--- src/rtl/freq_sweep_ctrl.sv ---
// freq_sweep_ctrl: frequency setpoint controller for the DDS tuning input.
// Manual mode walks a fine range and then a coarse preset ladder with up/down keys.
// Learn mode saves the setpoint, sweeps from LEARN_START and restores the saved value on exit.
// Optional macro AUTO_SWEEP_EN adds a dwell timer that steps the learn sweep on its own.
module freq_sweep_ctrl #(
    parameter int FREQ_W      = 16,
    parameter int FREQ_MIN    = 1,
    parameter int FINE_MAX    = 30,
    parameter int COARSE_STEP = 15000,
    parameter int FREQ_MAX    = 45000,
    parameter int LEARN_START = 4,
    parameter int LEARN_STEP  = 1,
    parameter int LEARN_STOP  = 100,
    parameter int DWELL_CYC   = 50000
) (
    input  logic              clk_50m,
    input  logic              rst,
    input  logic [1:0]        key,
    input  logic              learn_en,
    input  logic              next_freq,
    output logic [FREQ_W-1:0] freq_out,
    output logic              freq_upd,
    output logic              learn_busy,
    output logic              sweep_done
);

    typedef enum logic [1:0] {NORM = 2'd0, LEARN = 2'd1, DONE = 2'd2} state_t;

    localparam logic [FREQ_W-1:0] F_MIN   = FREQ_W'(FREQ_MIN);
    localparam logic [FREQ_W-1:0] F_FINE  = FREQ_W'(FINE_MAX);
    localparam logic [FREQ_W-1:0] F_CSTEP = FREQ_W'(COARSE_STEP);
    localparam logic [FREQ_W-1:0] F_MAX   = FREQ_W'(FREQ_MAX);
    localparam logic [FREQ_W-1:0] F_START = FREQ_W'(LEARN_START);
    localparam logic [FREQ_W-1:0] F_STOP  = FREQ_W'(LEARN_STOP);
    localparam logic [FREQ_W:0]   L_STEP  = (FREQ_W+1)'(LEARN_STEP);
    localparam logic [FREQ_W:0]   L_STOP  = (FREQ_W+1)'(LEARN_STOP);

    state_t            state, state_nxt;
    logic [FREQ_W-1:0] saved, saved_nxt, freq_nxt;
    logic              upd_force;
    logic [1:0]        key_s1, key_s2, key_s3;
    logic              le_s1, le_s2;
    logic              nf_s1, nf_s2, nf_s3;
    logic              dn_evt, up_evt, step_req, step_evt;
    logic              on_fine, on_ladder;
    logic [FREQ_W:0]   sum;

    // Two-flop synchronisers plus one history flop for edge detection
    always_ff @(posedge clk_50m or posedge rst) begin
        if (rst) begin
            key_s1 <= 2'b11;
            key_s2 <= 2'b11;
            key_s3 <= 2'b11;
            le_s1  <= 1'b0;
            le_s2  <= 1'b0;
            nf_s1  <= 1'b0;
            nf_s2  <= 1'b0;
            nf_s3  <= 1'b0;
        end else begin
            key_s1 <= key;
            key_s2 <= key_s1;
            key_s3 <= key_s2;
            le_s1  <= learn_en;
            le_s2  <= le_s1;
            nf_s1  <= next_freq;
            nf_s2  <= nf_s1;
            nf_s3  <= nf_s2;
        end
    end

    // Keys are active low, so a press is a falling edge
    assign dn_evt   = key_s3[0] & ~key_s2[0];
    assign up_evt   = key_s3[1] & ~key_s2[1];
    assign step_req = nf_s2 & ~nf_s3;

    assign on_fine   = (freq_out >= F_MIN) && (freq_out <= F_FINE);
    assign on_ladder = (freq_out >= F_CSTEP) && (freq_out <= F_MAX) &&
                       ((freq_out % F_CSTEP) == '0);
    assign sum       = {1'b0, freq_out} + L_STEP;

`ifdef AUTO_SWEEP_EN
    localparam int CNT_W = (DWELL_CYC > 1) ? $clog2(DWELL_CYC) : 1;
    logic [CNT_W-1:0] dwell_cnt;
    logic             auto_step;

    assign auto_step = (state == LEARN) && (dwell_cnt == CNT_W'(DWELL_CYC - 1));
    assign step_evt  = step_req | auto_step;

    // Dwell timer: runs only while sweeping, restarts on entry and after every step
    always_ff @(posedge clk_50m or posedge rst) begin
        if (rst)
            dwell_cnt <= '0;
        else if (state == LEARN && !step_evt)
            dwell_cnt <= dwell_cnt + 1'b1;
        else
            dwell_cnt <= '0;
    end
`else
    logic unused_dwell;
    assign unused_dwell = (DWELL_CYC == 0);
    assign step_evt     = step_req;
`endif

    // Next-state and next-setpoint decode
    always_comb begin
        state_nxt = state;
        freq_nxt  = freq_out;
        saved_nxt = saved;
        upd_force = 1'b0;
        case (state)
            NORM: begin
                if (le_s2) begin
                    // learn entry takes priority over any key press this cycle
                    state_nxt = LEARN;
                    saved_nxt = freq_out;
                    freq_nxt  = F_START;
                    upd_force = 1'b1;
                end else if (dn_evt) begin
                    if (freq_out == F_MIN)       freq_nxt = F_FINE;
                    else if (on_fine)            freq_nxt = freq_out - 1'b1;
                    else if (freq_out == F_CSTEP) freq_nxt = F_FINE;
                    else if (on_ladder)          freq_nxt = freq_out - F_CSTEP;
                    else                         freq_nxt = F_FINE;
                end else if (up_evt) begin
                    if (on_fine && freq_out != F_FINE) freq_nxt = freq_out + 1'b1;
                    else if (freq_out == F_FINE)       freq_nxt = F_CSTEP;
                    else if (on_ladder && freq_out != F_MAX) freq_nxt = freq_out + F_CSTEP;
                    else if (on_ladder)                freq_nxt = freq_out;
                    else                               freq_nxt = F_FINE;
                end
            end
            LEARN: begin
                if (!le_s2) begin
                    state_nxt = NORM;
                    freq_nxt  = saved;
                end else if (step_evt) begin
                    if (sum >= L_STOP) begin
                        freq_nxt  = F_STOP;
                        state_nxt = DONE;
                    end else begin
                        freq_nxt = sum[FREQ_W-1:0];
                    end
                end
            end
            DONE: begin
                if (!le_s2) begin
                    state_nxt = NORM;
                    freq_nxt  = saved;
                end
            end
            default: begin
                state_nxt = NORM;
                freq_nxt  = F_MIN;
            end
        endcase
    end

    // State, setpoint and update-pulse registers
    always_ff @(posedge clk_50m or posedge rst) begin
        if (rst) begin
            state    <= NORM;
            freq_out <= F_MIN;
            saved    <= '0;
            freq_upd <= 1'b0;
        end else begin
            state    <= state_nxt;
            freq_out <= freq_nxt;
            saved    <= saved_nxt;
            freq_upd <= upd_force | (freq_nxt != freq_out);
        end
    end

    assign learn_busy = (state == LEARN) || (state == DONE);
    assign sweep_done = (state == DONE);

endmodule

--- config.mk ---
export PLATFORM = sky130hd
export DESIGN_NAME = freq_sweep_ctrl
export DESIGN_NICKNAME = d
export VERILOG_FILES = /design/src/rtl/freq_sweep_ctrl.sv
export SDC_FILE = /design/constraint.sdc
export NUM_CORES = 1
export LEC_CHECK = 0
export CAP_MARGIN = 20
export CELL_PAD_IN_SITES_DETAIL_PLACEMENT = 1
export CELL_PAD_IN_SITES_GLOBAL_PLACEMENT = 2
export CORE_UTILIZATION = 39
export DETAILED_ROUTE_END_ITERATION = 8
export GPL_TIMING_DRIVEN = 0
export HOLD_SLACK_MARGIN = 0.05
export PLACE_DENSITY = 0.95
export SYNTH_ARGS = -nofsm -noshare
export SYNTH_HDL_FRONTEND = slang
export SYNTH_SLANG_ARGS = --single-unit
export TNS_END_PERCENT = 50
--- constraint.sdc ---
create_clock -name clk_50m -period 13.5 [get_ports clk_50m]
set_input_delay 2.7 -clock clk_50m [delete_from_list [all_inputs] [get_ports clk_50m]]
set_output_delay 2.7 -clock clk_50m [all_outputs]
set_load 0.02 [all_outputs]
== After elaboration in Yosys (flattened, before gate mapping) ==
Index checks and enable logic that the tools add are counted.

* Input bits: 6
* Flip-flop bits (word level): 46
* Output and inout bits: 19
* Logic and storage cells: 75

* $lt $le $gt $ge: 5
* Muxes and demuxes: 24
* Reductions and logical operators: 9
* Bitwise operators: 7
* Add/sub/neg operators: 5
* Equal/unequal tests: 12
* Divide/modulo/power cells: 1

{| class="wikitable"
|+ Operators by type and width
! cell !! number
|-
| 16-bit 2-to-1 mux || 15
|-
| 16-bit one-hot mux with 3 select lines || 1
|-
| 16-bit by 1-bit adder with 17-bit output (second input constant) || 1
|-
| 17-bit by 7-bit greater-or-equal comparator with 1-bit output (second input constant) || 1
|-
| 16-bit by 1-bit adder with 16-bit output (second input constant) || 1
|-
| 16-bit by 14-bit adder with 16-bit output (second input constant) || 1
|-
| 16-bit by 1-bit == test with 1-bit output (second input constant) || 1
|-
| 16-bit by 14-bit == test with 1-bit output (second input constant) || 1
|-
| 16-bit by 5-bit == test with 1-bit output (second input constant) || 1
|-
| 16-bit by 1-bit greater-or-equal comparator with 1-bit output (second input constant) || 1
|-
| 16-bit by 14-bit greater-or-equal comparator with 1-bit output (second input constant) || 1
|-
| 16-bit <= comparator (second input constant) || 1
|-
| 16-bit by 5-bit <= comparator with 1-bit output (second input constant) || 1
|-
| 16-bit zero test || 1
|-
| 16-bit by 14-bit modulo with 16-bit output (second input constant) || 1
|-
| 16-bit != test || 1
|-
| 16-bit != test (second input constant) || 1
|-
| 16-bit by 5-bit != test with 1-bit output (second input constant) || 1
|-
| 16-bit by 1-bit subtractor with 16-bit output (second input constant) || 1
|-
| 16-bit by 14-bit subtractor with 16-bit output (second input constant) || 1
|-
| 2-bit 2-to-1 mux || 5
|-
| 3-bit != test (second input constant) || 2
|-
| 2-bit one-hot mux with 3 select lines || 1
|-
| 1-bit logical AND || 5
|-
| other kinds (10) || 16
|}

== Depth between registers and ports, before layout ==
Gate-level depths: netlist of run 1.

* Depth in word-level cells: 13
* Gate-level depth with buffers: 22
* Mapped depth without buffers: 18

== Worst setup path after synthesis of run 1 ==
OpenSTA, ideal clock, no wires.

* Path type: flip-flop to flip-flop
* Start: register freq_out[4]
* End: register freq_upd
* Cell stages (with the launch flop): 20
* Required time: 13366 ps
* Arrival time: 5695 ps
* Period minus slack after synthesis: 5829 ps
* Slack: 7671 ps
* Setup time: 134 ps
* Path buffers: 2
* Cells stage by stage: dfrtp_1 -> clkbuf_1 -> buf_1 -> clkinv_1 -> ha_1 -> nand2b_1 -> a2111oi_0 -> a211oi_2 -> o32a_4 -> o21ai_4 -> a221oi_2 -> or3_4 -> o31ai_4 -> mux2i_1 -> nand4_1 -> or3_4 -> mux2_4 -> or4_1 -> nor4b_2 -> nand4_1

* Cells in the longest elaborated chain, start to end: 13
* Elaborated cells between the ends (all ways): 40
* Classes of those cells: add/sub: 5; div: 1; order compare: 5; eq/ne: 6; mux: 16; bitwise: 1; reduce/logical: 6

{| class="wikitable"
|+ Ends and longest elaborated chain
! element !! RTL line !! RTL
|-
| from (decl) || 21 || <nowiki>output logic [FREQ_W-1:0] freq_out,</nowiki>
|-
| from (signal assigned) || 167 || <nowiki>freq_out <= freq_nxt;</nowiki>
|-
| 16-bit by 14-bit modulo with 16-bit output (tied with other cells) || 78 || <nowiki>((freq_out % F_CSTEP) == '0);</nowiki>
|-
| 16-bit zero test / 1-bit logical AND (equally long branches) || 78, 77 ||
|-
| 1-bit logical AND || 77 || <nowiki>assign on_ladder = (freq_out >= F_CSTEP) && (freq_out <= F_MAX) &&</nowiki>
|-
| 16-bit 2-to-1 mux / 1-bit logical AND (equally long branches) || 128, 127 ||
|-
| 16-bit 2-to-1 mux || 127 || <nowiki>else if (on_ladder && freq_out != F_MAX) freq_nxt = freq_out + F_CSTEP;</nowiki>
|-
| 16-bit 2-to-1 mux || 126 || <nowiki>else if (freq_out == F_FINE) freq_nxt = F_CSTEP;</nowiki>
|-
| 16-bit 2-to-1 mux || 125 || <nowiki>if (on_fine && freq_out != F_FINE) freq_nxt = freq_out + 1'b1;</nowiki>
|-
| 16-bit 2-to-1 mux || 124 || <nowiki>end else if (up_evt) begin</nowiki>
|-
| 16-bit 2-to-1 mux || 118 || <nowiki>end else if (dn_evt) begin</nowiki>
|-
| 16-bit 2-to-1 mux || 112 || <nowiki>if (le_s2) begin</nowiki>
|-
| 16-bit one-hot mux with 3 select lines || 110 || <nowiki>case (state)</nowiki>
|-
| 16-bit != test * || 169 || <nowiki>freq_upd <= upd_force | (freq_nxt != freq_out);</nowiki>
|-
| 1-bit bitwise OR * || 169 ||
|-
| to (signal assigned) || 169 ||
|-
| to (decl) || 22 || <nowiki>output logic freq_upd,</nowiki>
|}

Mark *: on every way between the ends. The rest lies on a longest branch, timed or not.
A chain may end at the register's enable or synchronous reset.

== Final worst setup path of run 1 ==
Same ends and word-level chain as after synthesis.

==> flow_summary.json, run 1 <==
{
  "wl_per_cell_um": 25.38,
  "syn_inst": 739,
  "leakage_nw": 2.221,
  "use_met3_pct": 4.693,
  "grt_pass1_vias": 6486,
  "io_buffers": 24,
  "synth_edf_count": 0,
  "fin_nets": 790,
  "via_per_inst": 6.684,
  "drcViolationCount": 0,
  "hpwl_mm": 18.84,
  "worst_slew_pin_slew_ns": 0.9263,
  "relSlewSlack_pct": 37.68,
  "post-route-period-util_pct": 58.22,
  "drt_iter0_drc": 531,
  "async_reset_ff_share_pct": 100.0,
  "avgSynthCellArea_um2": 7.218,
  "rrSetupSlack_ns": 5.64,
  "reg2reg_to": "freq_upd$_DFF_PP0_",
  "total_power_mw": 1.168,
  "synthTopCellsByCount": "91 x nor2_1, 76 x nand2_1, 66 x o21ai_0",
  "cts.clk_slew.worst_paths_ns": 0.08,
  "core_area_um2": 13300,
  "reg2regPathDepth": 21,
  "routabilityCongestion": 0.9646,
  "path_max_fanout": 10,
  "ir_drop_mv": 0.07861,
  "globalRouteMet2Util_pct": 58.11,
  "critical_path_class": "reg2reg",
  "arrival_ns": 8.01,
  "grt_first_pass_wirelength_mm": 37.20,
  "start_util_pct": 40.12,
  "htreeDepth": 2,
  "whs_path_depth": 0,
  "ctsHoldBuffers": 0,
  "final_layout_size_suffix_gt1_share_pct": 7.254,
  "cts_inserted_buffers": 5,
  "holdPathEnd": "le_s2$_DFF_PP0_",
  "n_antenna_cell": 0,
  "ant_nets": 0,
  "ys.warnings.count": 0,
  "cp-end-kind": "flip-flop",
  "setup-tns-final_ns": 0,
  "synthDistinctLibCells": 87,
  "grtUsageMet1_pct": 43.19,
  "cts.sinks": 46,
  "ys_ff_latch": 46,
  "finalHoldViolCount": 0,
  "die_width_um": 118.9,
  "ys_top_cells_by_area": "dfrtp_1 18%, nor2_1 6.4%, o21ai_0 6.2%",
  "area_growth_pct": 11.85,
  "fillers": 1696,
  "vias": 6336,
  "grt_max_degree": 30,
  "synth.most_common_cell": "nor2_1",
  "r2r-start": "freq_out[4]$_DFF_PP0_",
  "routed_wl_mm": 24.06,
  "grt-busiest-layer": "met2",
  "crit_start": "freq_out[4]$_DFF_PP0_",
  "layout_min_cycle_time_ns": 7.860,
  "yosysTopAreaCellShare_pct": 18.30,
  "drt_pass1_iterations": 7,
  "status": "complete, no violations",
  "die_h_um": 118.9,
  "required_ns": 13.65,
  "clock_latency_ns": 0.30,
  "antenna_found_initial": 0,
  "cts_buffer_depth": 2,
  "cts_tree": "done",
  "start_kind": "flip-flop",
  "clock_skew_ns": 0.008721,
  "cts_setup_buffers": 0,
  "setup_viol": 0,
  "num_rows": 42,
  "yosysSeqAreaShare_pct": 21.75,
  "min_from": "le_s1$_DFF_PP0_",
  "die_area_um2": 14150,
  "p_per_area_nw_per_um2": 195.7,
  "synth_area_leader_cell": "dfrtp_1",
  "ctsResizeCount": 0,
  "overflow": 0,
  "boundaryPins": 25,
  "synthFlopType": "dfrtp_1",
  "fmax_ghz": 0.1272,
  "timing.final.max_slew_violations": 0,
  "synth_area_um2": 5334,
  "max_cap_violations": 0,
  "synth_fp_nets": 758,
  "grt_use_total_pct": 34.14,
  "ctsRootBufferMaster": "clkbuf_16",
  "rsz0062_at_grt": "false",
  "worst_hold_path_type": "reg2reg"
}
-- layout by cell type (no fill, tap or decap), drive strengths merged, types with 8 or more instances in the layout --
master         count
nor2              91
nand2             76
o21ai             69
a21oi             58
clkbuf            42
dfrtp             39
nand3             25
clkdlybuf4s50     24
inv               23
xnor2             19
nor3              18
nand4             15
nor4              15
o22ai             15
a211oi            14
a31oi             13
mux2i             13
ha                13
buf               12
nor2b             10
o31ai             10
or3               10
a21o               9
mux2               9
a22oi              8
-- layout make-up --
cell class                      instances  area (um2)  share of cell area (%)
Clock buffer                            5       125.1                   2.097
Timing Repair Buffer                   25       260.3                   4.362
Multi-Input combinational cell        622        3900                   65.37
Inverter                               23       86.33                   1.447
Sequential cell                        46        1160                   19.44
Buffer                                 48       187.7                   3.146
Clock inverter                          3       26.28                  0.4404
Tap cell                              176       220.2                   3.691
-- metrics by stage --
step                instance area, um2  utilization [%]  hold slack [ns]  setup WS, ns  std cells
floorplan                         5334                -           0.3312         7.671        739
global placement                  5794            43.58           0.3380         6.070        939
detailed placement                5814            43.73           0.3358         6.003        940
CTS                               5966            44.87           0.3537         5.943        948
global route                      5966            44.87           0.3647         5.282        948
finish                            5966            44.87           0.3506         5.640        948
-- flip-flops by register name, indices dropped and copies added (netlist names) --
name      count
freq_out     16
freq_upd      1
key_s1        2
key_s2        2
key_s3        2
le_s1         1
le_s2         1
nf_s1         1
nf_s2         1
nf_s3         1
saved        16
state         2
-- how the worst max path moves through the flow --
stage	end	slack, ns
after floorplan	freq_upd$_DFF_PP0_	7.67
after global placement	freq_upd$_DFF_PP0_	6.07
after detailed placement	freq_upd$_DFF_PP0_	6.00
after CTS	freq_upd$_DFF_PP0_	5.94
after global routing	freq_upd$_DFF_PP0_	5.28
final	freq_upd$_DFF_PP0_	5.64
-- where the power goes --
part / internal, mW / leakage (nW) / total [mW] / switching [mW]
logic: 0.266 / 1.56 / 0.824 / 0.559
registers: 0.171 / 0.584 / 0.209 / 0.0379
clock network: 0.0709 / 0.0752 / 0.135 / 0.0636
total: 0.508 / 2.22 / 1.17 / 0.660
-- metal layers --
metal,part of all wire (%),up-vias
met5,0,-
met4,3.4,0
met3,5.4,56
met2,49,260
met1,42,3181
li1,-,2839
-- worst max-delay path, cell delays in order, from the launching register on --
cell and delay, ns:
dfrtp_1 0.48, clkbuf_1 0.46, buf_1 0.48, clkinv_1 0.48
ha_1 0.41, nand2b_1 0.20, a2111oi_0 0.77, a211oi_2 0.22
o32a_4 0.31, o21ai_4 0.23, a221oi_2 0.19, or3_4 0.49
nor4_1 0.33, mux2i_1 0.16, nand4_1 0.17, nand4_1 0.31
clkbuf_1 0.35, nor2_1 0.55, o21ai_0 0.27, o2bb2ai_1 0.19
nor4_1 0.46, nand4_1 0.20
-- cells by family after synthesis --
family	share of synthesized area (%)
AOI/OAI and AO/OA	34.93
muxes	4.410
DFF	21.75
and+or+nand+nor	27.28
xor gates and xnor gates	3.448
adders and majority gates	3.050
buffers and inverters	5.137
No activity file was read; power rests on OpenSTA's default activity.
==> run 2: changes to the inputs <==
Settings changed: CORE_UTILIZATION 39 to 33, PLACE_DENSITY 0.95 to 0.87.
Clock period 13.5 ns to 6.62 ns, I/O delays scaled along.
==> flow_summary.json, run 2 (synthesis results as in run 1) <==
{
  "status": "complete, no violations",
  "antenna_found_initial": 0,
  "critPathBufInv": 4,
  "area_growth_pct": 14.07,
  "fin_nets": 790,
  "reg2reg_to": "freq_upd$_DFF_PP0_",
  "die_area_um2": 16680,
  "crit_end": "freq_upd$_DFF_PP0_",
  "boundaryPins": 25,
  "cts_buffer_depth": 2,
  "drt_pass1_iterations": 5,
  "r2r-start": "freq_out[4]$_DFF_PP0_",
  "relSlewSlack_pct": 34.77,
  "cts_tree": "done",
  "final_layout_size_suffix_gt1_share_pct": 8.938,
  "ant_nets": 0,
  "grt_use_total_pct": 28.33,
  "instances_no_fill": 988,
  "vias": 6236,
  "fmax_ghz": 0.1550,
  "postLayoutCellArea_um2": 6085,
  "cts.clk_slew.worst_paths_ns": 0.07,
  "clock_skew_ns": 0.007938,
  "cts_inserted_buffers": 5,
  "overflow": 0,
  "reg2regPathDepth": 21,
  "cts_setup_buffers": 0,
  "fillers": 1978,
  "routed_wl_mm": 23.07,
  "timing.final.max_slew_violations": 0,
  "htreeDepth": 2,
  "final_common_cell": "nor2_1",
  "critical_path_class": "reg2reg",
  "max_stage_delay_ns": 0.46,
  "rrSetupSlack_ns": 0.17,
  "finalHoldViolCount": 0,
  "grt_max_degree": 30,
  "p_per_area_nw_per_um2": 389.0,
  "slowest_stage": "dfrtp_1",
  "crit_cells": 21,
  "grt_pass1_vias": 6343,
  "setup_viol": 0,
  "timing.hold.ws_ns": 0.3559,
  "leakage_nw": 2.243,
  "max_cap_violations": 0,
  "via_per_inst": 6.312,
  "mostFrequentLayoutCells": "90 x nor2_1, 76 x nand2_1, 66 x o21ai_0",
  "path_max_fanout": 10,
  "grt_first_pass_wirelength_mm": 36.17,
  "die_h_um": 129.1,
  "ir_drop_mv": 0.1748,
  "clock_latency_ns": 0.30,
  "cts.sinks": 46,
  "crit_family": "compound AO/OA/AOI/OAI gates",
  "drcViolationCount": 0,
  "numPlacedInstances": 980,
  "arrival_ns": 6.60,
  "worst_slew_pin_slew_ns": 0.9695,
  "rsz0062_at_grt": "false",
  "num_rows": 46,
  "required_ns": 6.77,
  "hpwl_mm": 18.29,
  "n_antenna_cell": 0,
  "io_buffers": 24,
  "crit_chain": "buf_2, clkbuf_4, clkinv_2, ha_1, nand2b_1, a211oi_2, a211oi_2, o32a_4, o21ai_4, a2111oi_2, nor3_4, a21oi_1, o31ai_4, mux2i_1, nand4_1, clkbuf_2, or2_2, o21ai_0, o2bb2ai_1, nor4_1, nand4_1",
  "layout_min_cycle_time_ns": 6.454,
  "worst_hold_path_type": "reg2reg",
  "crit_start": "freq_out[4]$_DFF_PP0_",
  "dpl-instance-area_um2": 5864,
  "start_util_pct": 33.70,
  "top_regs": "freq_out: 16 flops, saved: 16 flops",
  "cp-end-kind": "flip-flop",
  "setup-tns-final_ns": 0,
  "core_area_um2": 15830,
  "drt_iter0_drc": 442,
  "routabilityCongestion": 0.9702,
  "post-route-period-util_pct": 97.49,
  "start_kind": "flip-flop",
  "ctsRootBufferMaster": "clkbuf_16",
  "wl_per_cell_um": 23.35,
  "total_power_mw": 2.367,
  "die_width_um": 129.1
}
-- run 2: repair_timing --
action	in CTS	in global routing
setup endpoints to repair	16	2
gates resized for setup	7	14
hold buffers	0	0
-- run 2: through the flow --
step	worst slack, ns	util, %
after floorplan	0.7907	-
after global placement	-0.8359	36.92
after detailed placement	-0.9866	37.05
after CTS	0.03542	38.09
after global routing	0.006014	38.44
final	0.1663	38.44
-- run 2: worst min-delay path by stage --
| stage | start | end | slack (ns) | cells past startpoint |
|---|---|---|---|---|
| 6_report | nf_s1$_DFF_PP0_ | nf_s2$_DFF_PP0_ | 0.36 | 0 |
| 5_1_grt | key_s1[1]$_DFF_PP1_ | key_s2[1]$_DFF_PP1_ | 0.37 | 0 |
| 4_1_cts | nf_s1$_DFF_PP0_ | nf_s2$_DFF_PP0_ | 0.36 | 0 |
| 3_5_place_dp | nf_s1$_DFF_PP0_ | nf_s2$_DFF_PP0_ | 0.34 | 0 |
| 3_3_place_gp | nf_s1$_DFF_PP0_ | nf_s2$_DFF_PP0_ | 0.34 | 0 |
| 2_1_floorplan | le_s1$_DFF_PP0_ | le_s2$_DFF_PP0_ | 0.33 | 0 |
-- run 2: power by group --
| group | internal, mW | switching [mW] | total [mW] |
|---|---|---|---|
| Clock | 0.142 | 0.123 | 0.265 |
| Combinational | 0.548 | 1.13 | 1.68 |
| Sequential | 0.349 | 0.0745 | 0.424 |
| Total | 1.04 | 1.33 | 2.37 |
-- run 2: area by class of cell --
type                    instances  area, um2  share of cell area (%)
clock inverters                 3      25.02                  0.4113
clock buffers                   5      125.1                   2.056
well taps                     216      270.3                   4.442
repair buffers                 25      260.3                   4.277
inverters                      23      87.58                   1.439
plain buffers                  48      196.4                   3.228
flip-flops and latches         46       1160                   19.06
multi-input cells             622       3960                   65.08
-- run 2: metal layers --
metal	track usage, %	part of all wire [%]
met1	36.07	43
met2	48.36	48
met5	0	0
met4	11.70	3.8
met3	3.509	5.6
